--- src/rtl/sync_fifo.sv ---
// Single-clock FIFO with full/empty/threshold status and synchronous flush.
// The head word is always visible on data_o; the consumer pops on its own handshake.
module sync_fifo #(
  parameter int unsigned DATA_WIDTH = 32,
  parameter int unsigned DEPTH      = 8,
  parameter int unsigned THRESHOLD  = 4
) (
  input  logic                  clk_i,
  input  logic                  rst_ni,
  input  logic                  testmode_i,
  input  logic                  flush_i,
  output logic                  full_o,
  output logic                  empty_o,
  output logic                  threshold_o,
  input  logic [DATA_WIDTH-1:0] data_i,
  input  logic                  push_i,
  output logic [DATA_WIDTH-1:0] data_o,
  input  logic                  pop_i
);

  localparam int unsigned PTR_W = (DEPTH > 1) ? $clog2(DEPTH) : 1;
  localparam int unsigned CNT_W = $clog2(DEPTH) + 1;

  localparam logic [CNT_W-1:0] DEPTH_C     = CNT_W'(DEPTH);
  localparam logic [CNT_W-1:0] THRESHOLD_C = CNT_W'(THRESHOLD);

  // Handshake: push_i/pop_i are requests, not valid/ready pairs. A push is
  // accepted when ~full_o, a pop when ~empty_o, both judged on the state
  // before the edge; rejected requests are dropped without any indication.

  logic [DATA_WIDTH-1:0] mem_q [DEPTH];
  logic [DATA_WIDTH-1:0] mem_d [DEPTH];
  logic [PTR_W-1:0]      rd_ptr_q, rd_ptr_d;
  logic [PTR_W-1:0]      wr_ptr_q, wr_ptr_d;
  logic [CNT_W-1:0]      count_q, count_d;

  logic push_eff;
  logic pop_eff;
  logic mem_en;

  assign full_o      = (count_q == DEPTH_C);
  assign empty_o     = (count_q == '0);
  assign threshold_o = (count_q >= THRESHOLD_C);
  assign data_o      = mem_q[rd_ptr_q];

  assign push_eff = push_i & ~full_o & ~flush_i;
  assign pop_eff  = pop_i & ~empty_o & ~flush_i;

  // Storage enable is where a clock gate would sit; testmode forces it open,
  // which is harmless because mem_d equals mem_q whenever nothing is pushed.
  assign mem_en = push_eff | testmode_i;

  always_comb begin
    mem_d = mem_q;
    if (push_eff) begin
      mem_d[wr_ptr_q] = data_i;
    end
  end

  always_comb begin
    rd_ptr_d = rd_ptr_q;
    wr_ptr_d = wr_ptr_q;
    count_d  = count_q;
    if (flush_i) begin
      rd_ptr_d = '0;
      wr_ptr_d = '0;
      count_d  = '0;
    end else begin
      if (push_eff) begin
        wr_ptr_d = (DEPTH == 1) ? '0 : wr_ptr_q + PTR_W'(1);
      end
      if (pop_eff) begin
        rd_ptr_d = (DEPTH == 1) ? '0 : rd_ptr_q + PTR_W'(1);
      end
      case ({push_eff, pop_eff})
        2'b10:   count_d = count_q + CNT_W'(1);
        2'b01:   count_d = count_q - CNT_W'(1);
        default: count_d = count_q;
      endcase
    end
  end

  always_ff @(posedge clk_i) begin
    if (!rst_ni) begin
      rd_ptr_q <= '0;
      wr_ptr_q <= '0;
      count_q  <= '0;
      for (int i = 0; i < int'(DEPTH); i++) begin
        mem_q[i] <= '0;
      end
    end else begin
      rd_ptr_q <= rd_ptr_d;
      wr_ptr_q <= wr_ptr_d;
      count_q  <= count_d;
      if (mem_en) begin
        mem_q <= mem_d;
      end
    end
  end

`ifndef SYNTHESIS
  localparam bit DEPTH_OK = (DEPTH > 0) && ((DEPTH & (DEPTH - 1)) == 0);
  localparam bit THR_OK   = (THRESHOLD >= 1) && (THRESHOLD <= DEPTH);

  always @(posedge clk_i) begin
    assert (DEPTH_OK) else $error("sync_fifo: DEPTH must be a power of two >= 1");
    assert (THR_OK) else $error("sync_fifo: THRESHOLD must lie in 1..DEPTH");
    if (rst_ni && !flush_i && push_i && full_o) begin
      $warning("sync_fifo: push while full dropped");
    end
    if (rst_ni && !flush_i && pop_i && empty_o) begin
      $warning("sync_fifo: pop while empty ignored");
    end
  end
`endif

endmodule

--- config.mk ---
export PLATFORM = sky130hd
export DESIGN_NAME = sync_fifo
export DESIGN_NICKNAME = d
export VERILOG_FILES = /design/src/rtl/sync_fifo.sv
export SDC_FILE = /design/constraint.sdc
export NUM_CORES = 1
export LEC_CHECK = 0
export BUFFER_PORTS_ARGS = -buffer_cell sky130_fd_sc_hd__buf_2
export CORE_ASPECT_RATIO = 0.9
export CORE_UTILIZATION = 25
export CTS_CLUSTER_DIAMETER = 50
export DETAILED_ROUTE_END_ITERATION = 12
export GPL_TIMING_DRIVEN = 0
export SETUP_SLACK_MARGIN = 0.05
export SYNTH_ARGS = -nofsm -noshare
export SYNTH_HDL_FRONTEND = slang
export SYNTH_SLANG_ARGS = --single-unit
--- constraint.sdc ---
create_clock -name clk_i -period 6.54 [get_ports clk_i]
set_clock_uncertainty 0.15 [all_clocks]
set_input_delay 1.308 -clock clk_i [delete_from_list [all_inputs] [get_ports clk_i]]
set_output_delay 1.308 -clock clk_i [all_outputs]
set_load 0.1 [all_outputs]
After elaboration in Yosys (flattened, before gate mapping)
Cells that the tools add are included.
Operators by class
  order comparisons: 4
  equal/unequal tests: 3
  add/subtract/negate cells: 4
  reductions and logical operators: 5
  muxes and demuxes: 7
  bitwise logic cells: 11
Operator list (number)
  $bwmux W256: 1
  $bmux W32 S3: 1
  $demux W32 S3: 1
  $mux W32: 3
  $ge A4 B4 Y1 const B: 2
  $not A3 Y4: 2
  $pmux W4 S2: 1
  $add A3 B1 Y3 const B: 2
  $add A4 B1 Y4 const B: 1
  $and A1 B1 Y1: 4
  $eq A4 B4 Y1 const B: 1
  $ge A4 B3 Y1 const B: 1
  $logic_not A4 Y1: 1
  $lt A4 B1 Y1 const B: 1
  $not A1 Y1: 4
  $sub A4 B1 Y4 const B: 1
  $eq A2 B1 Y1 const B: 1
  $eq A2 B2 Y1 const B: 1
  $reduce_and A2 Y1: 1
  $reduce_bool A2 Y1: 1
  $reduce_or A2 Y1: 1
  $logic_and A1 B1 Y1: 1
  $or A1 B1 Y1: 1
Storage, ports and cells
  register bits after elaboration: 266
  logic and storage cells: 45
  output and inout bits: 35

Longest topological paths before layout
  depth after elaboration: 6
  gate-level depth with buffers: 10
  mapped depth without buffers: 9

Worst setup path before layout
OpenSTA, ideal clock, no wires.
  path type: register to output
  start point: register count_q[3]
  end point: output port empty_o
  arrival time: 3.278 ns
  path slack: 1.804 ns
  required time: 5.082 ns
  buffers on the path: 0
  stages on the path, launching flop included: 2
  cells stage by stage: dfxtp_1 nor4_1
On the way
  word-level cells in the longest chain between the ends: 1
RTL lines
  from (decl): line 35  | logic [CNT_W-1:0] count_q, count_d;
  from (signal assigned): line 94  | count_q <= count_d;
  $logic_not A4 Y1: line 42  | assign empty_o = (count_q == '0);
  to (decl): line 13  | output logic empty_o,
Every way passes these cells.

Worst setup path in the final report
  start point: register rd_ptr_q[1]
  end point: output port data_o[11]
On the way
  word-level cells in the longest chain between the ends: 4
RTL lines
  from (decl): line 33  | logic [PTR_W-1:0] rd_ptr_q, rd_ptr_d;
  from (signal assigned): line 92  | rd_ptr_q <= rd_ptr_d;
  $not A3 Y4 (not written as such): line 44  | assign data_o = mem_q[rd_ptr_q];
  $bmux W32 S3: line 44
  $mux W32 (not written as such) (2 in series): line 44
  to (decl): line 17  | output logic [DATA_WIDTH-1:0] data_o,
Every way passes these cells. The select of a mux whose other input is x is not followed.

==> impl_metrics.toml <==
[hold_path]
hold_depth = 2
hold_class = "reg -> reg"
hp-start = "mem_q[40]"

[routing]
wire_per_inst_microns = 17.80
drt_wl_total_mm = 31.71
vias_per_cell = 4.523
num_vias = 8056
dr.pass1.iters = 6
drtAntennaViolNets = 0
drc_errors = 0
drt_iter0_markers = 504

[floorplanning]
dieHeight_microns = 207.1
initial_core_util_pct = 25.56
io_pins = 73
die_w_microns = 229.9
coreArea_sq_um = 45740
dieArea_sq_um = 47630
rows = 74

[layout]
n_antenna_cell = 0
fin_nets = 1196
final_layout_size_suffix_gt1_share_pct = 21.91
syn_to_final_growth_pct = 18.21

[synth]
synth_top_family_by_area = "multiplexers"
synth_top_cell_by_area = "dfxtp_1"
synthCells = 1050
synthAdderAreaFrac_pct = 0.7065
yosys_warnings = 0
yosys.cell_types.count = 34
synth_compound_area_share_pct = 0.3747
synthMuxAreaShare_pct = 37.51
synthSimpleGateAreaFrac_pct = 11.09
synth_xor_area_share_pct = 0.4496
syn_avg_cell_area_sq_um = 11.13
synth_area_leaders = "dfxtp_1 (46%), mux2i_1 (22%), mux4_2 (12%), nand2_1 (9.3%), mux2_2 (3.1%)"
netlist.area_leader.share_pct = 45.56
ys_ff_latch = 266
synth.cell_area_sq_um = 11690
ys_seq_area_share_pct = 45.56
syn_nets = 1094

[setup_path]
reg2reg_depth = 8
start_kind = "register"
slowest_stage = "clkbuf_1"
cp.required_ps = 5080
crit_start = "rd_ptr_q[1]"
worstSetupEndpointType = "output pin"
reg2reg_from = "count_q[3]"
path_class = "reg -> out"
worst-path-max-fanout = 10
worst-r2r-setup-slack_ps = 3640
critPathMaxStageDelay_ps = 680
path_cells = "clkbuf_1 -> clkbuf_1 -> mux4_2 -> mux2_2 -> buf_2"
cp.arrival_ps = 3190
path_common_cell = "clkbuf_1"

[timing]
worstMarginPinSlew_ps = 1056
finalSetupTns_ps = 0
fin_crit_sh_pct = 71.10
grt_setup_unrepaired = "no"
period_minus_slack_ps = 4650
slew_viol_final = 0
fmax_mhz = 215.1
fin_hold_ws_ps = 303.0
slew_headroom_pct = 28.65
finalSetupViolations = 0
hold_viol = 0

[run_status]
status = "completed"

[pwr]
vdd_drop_max_uv = 180.4
fin_total_pwr_mw = 3.613
p_leak_nw = 5.389
powerDensity_nw_per_um2 = 261.5

[clock_network]
clk_latency_ps = 540
clock_path_buffers = 3
clk_pin_slew_worst_paths_ps = 60
post_cts_buffers = 0
root_buffer = "clkbuf_16"
post_cts_resized = 0
ctsHtreeMaxLevel = 1
cts_sinks = 266
cts_tree = "yes"
tritoncts.num_buffers = 30
cts_hold_buf = 0

[global_route]
overflow = 0
antenna_found_initial = 0
grt_pass1_vias = 8311
grt_max_degree = 15
track_usage_pct = 13.20
grt_pass1_wl_mm = 48.89

[flow_run]
maxCapViolCount = 0

[placed_design]
dpl.hpwl_mm = 21.59
place_congestion = 0.7427
io_buffers = 70
registers in the layout (all words and copies together), names as in the netlist:
name and flops:
mem_q 256, count_q 4, rd_ptr_q 3, wr_ptr_q 3
layout by cell type, fill, tap and decap left out, types with 3 or more instances in the layout:
cell         n
clkbuf_16   31
inv_1        6
nor2_1      15
a21oi_1      3
nand2_1    291
clkinv_2     3
buf_2       92
buf_12       3
clkbuf_8     5
mux2_2      32
mux4_2      64
mux2i_1    258
ha_1         5
buf_4        3
bufinv_16    3
clkbuf_1    49
xor2_1       5
dfxtp_1    266
buf_6       11
path summary, 6_finish.rpt:
check,endpoint
setup / recovery,data_o[11]
hold / removal,mem_q[40]
setup reg to reg,count_q[3]
hold reg to reg,mem_q[40]
critical path: cells and delay by family (launching register included):
family / cells / cell delay, ps
DFF: 1 / 350
muxes: 2 / 710
buffers and inverters: 3 / 1580
layer usage:
metal	GRT usage [%]	vias up	part of all wire [%]
li1	-	3848	-
met1	17.72	4013	46
met2	22.28	150	48
met3	1.735	45	3.8
met4	3.220	0	2.2
met5	0	-	0
power by group:
part           total, mW  switching [mW]  internal [mW]
combinational      0.251           0.190         0.0616
sequential          1.64         0.00751           1.63
clock               1.72           0.678           1.04
total               3.61           0.875           2.74
through the flow:
stage	area (sq um)	instances	setup slack, ps	utilization, %
after floorplan	11690	1050	1804	-
after global placement	12800	1728	2400	27.98
after detailed placement	12800	1728	2450	27.98
after CTS	13820	1781	1874	30.21
after global routing	13820	1781	1782	30.21
final	13820	1781	1890	30.21
area by class of cell:
type	instances	area [sq um]
fillers	4751	31920
multi-input cells	695	5859
flip-flops and latches	266	5325
clock buffers	42	867.1
well taps	608	760.7
plain buffers	83	481.7
repair buffers	70	350.3
clock inverters	11	150.1
inverters	6	22.52
cells in the mapped netlist:
library cell,instances
nand2_1,291
dfxtp_1,266
mux2i_1,258
mux4_2,64
clkbuf_1,43
mux2_2,32
buf_2,22
nor2_1,15
buf_6,11
inv_1,6
ha_1,5
xor2_1,5
a21oi_1,3
buf_12,3
buf_4,3
nand4b_1,2
nor3_2,2
nor3b_1,2
or4b_1,2
a211oi_1,1
and4b_1,1
buf_1,1
fa_1,1
nand2b_1,1
nand3_1,1
nand3b_4,1
nor4_1,1
o21ai_0,1
o31ai_1,1
o41ai_1,1
or2_2,1
or4_1,1
or4b_4,1
xnor2_1,1
cell families after synthesis:
logic type | count (synthesis)
flip-flops | 266
multiplexers | 354
XOR/XNOR | 6
AO/OA/AOI/OAI | 7
adder cells (fa/ha/maj) | 6
buffers and inverters | 89
AND/OR/NAND/NOR | 322
Note: power is estimated with default switching activity, not from simulation.
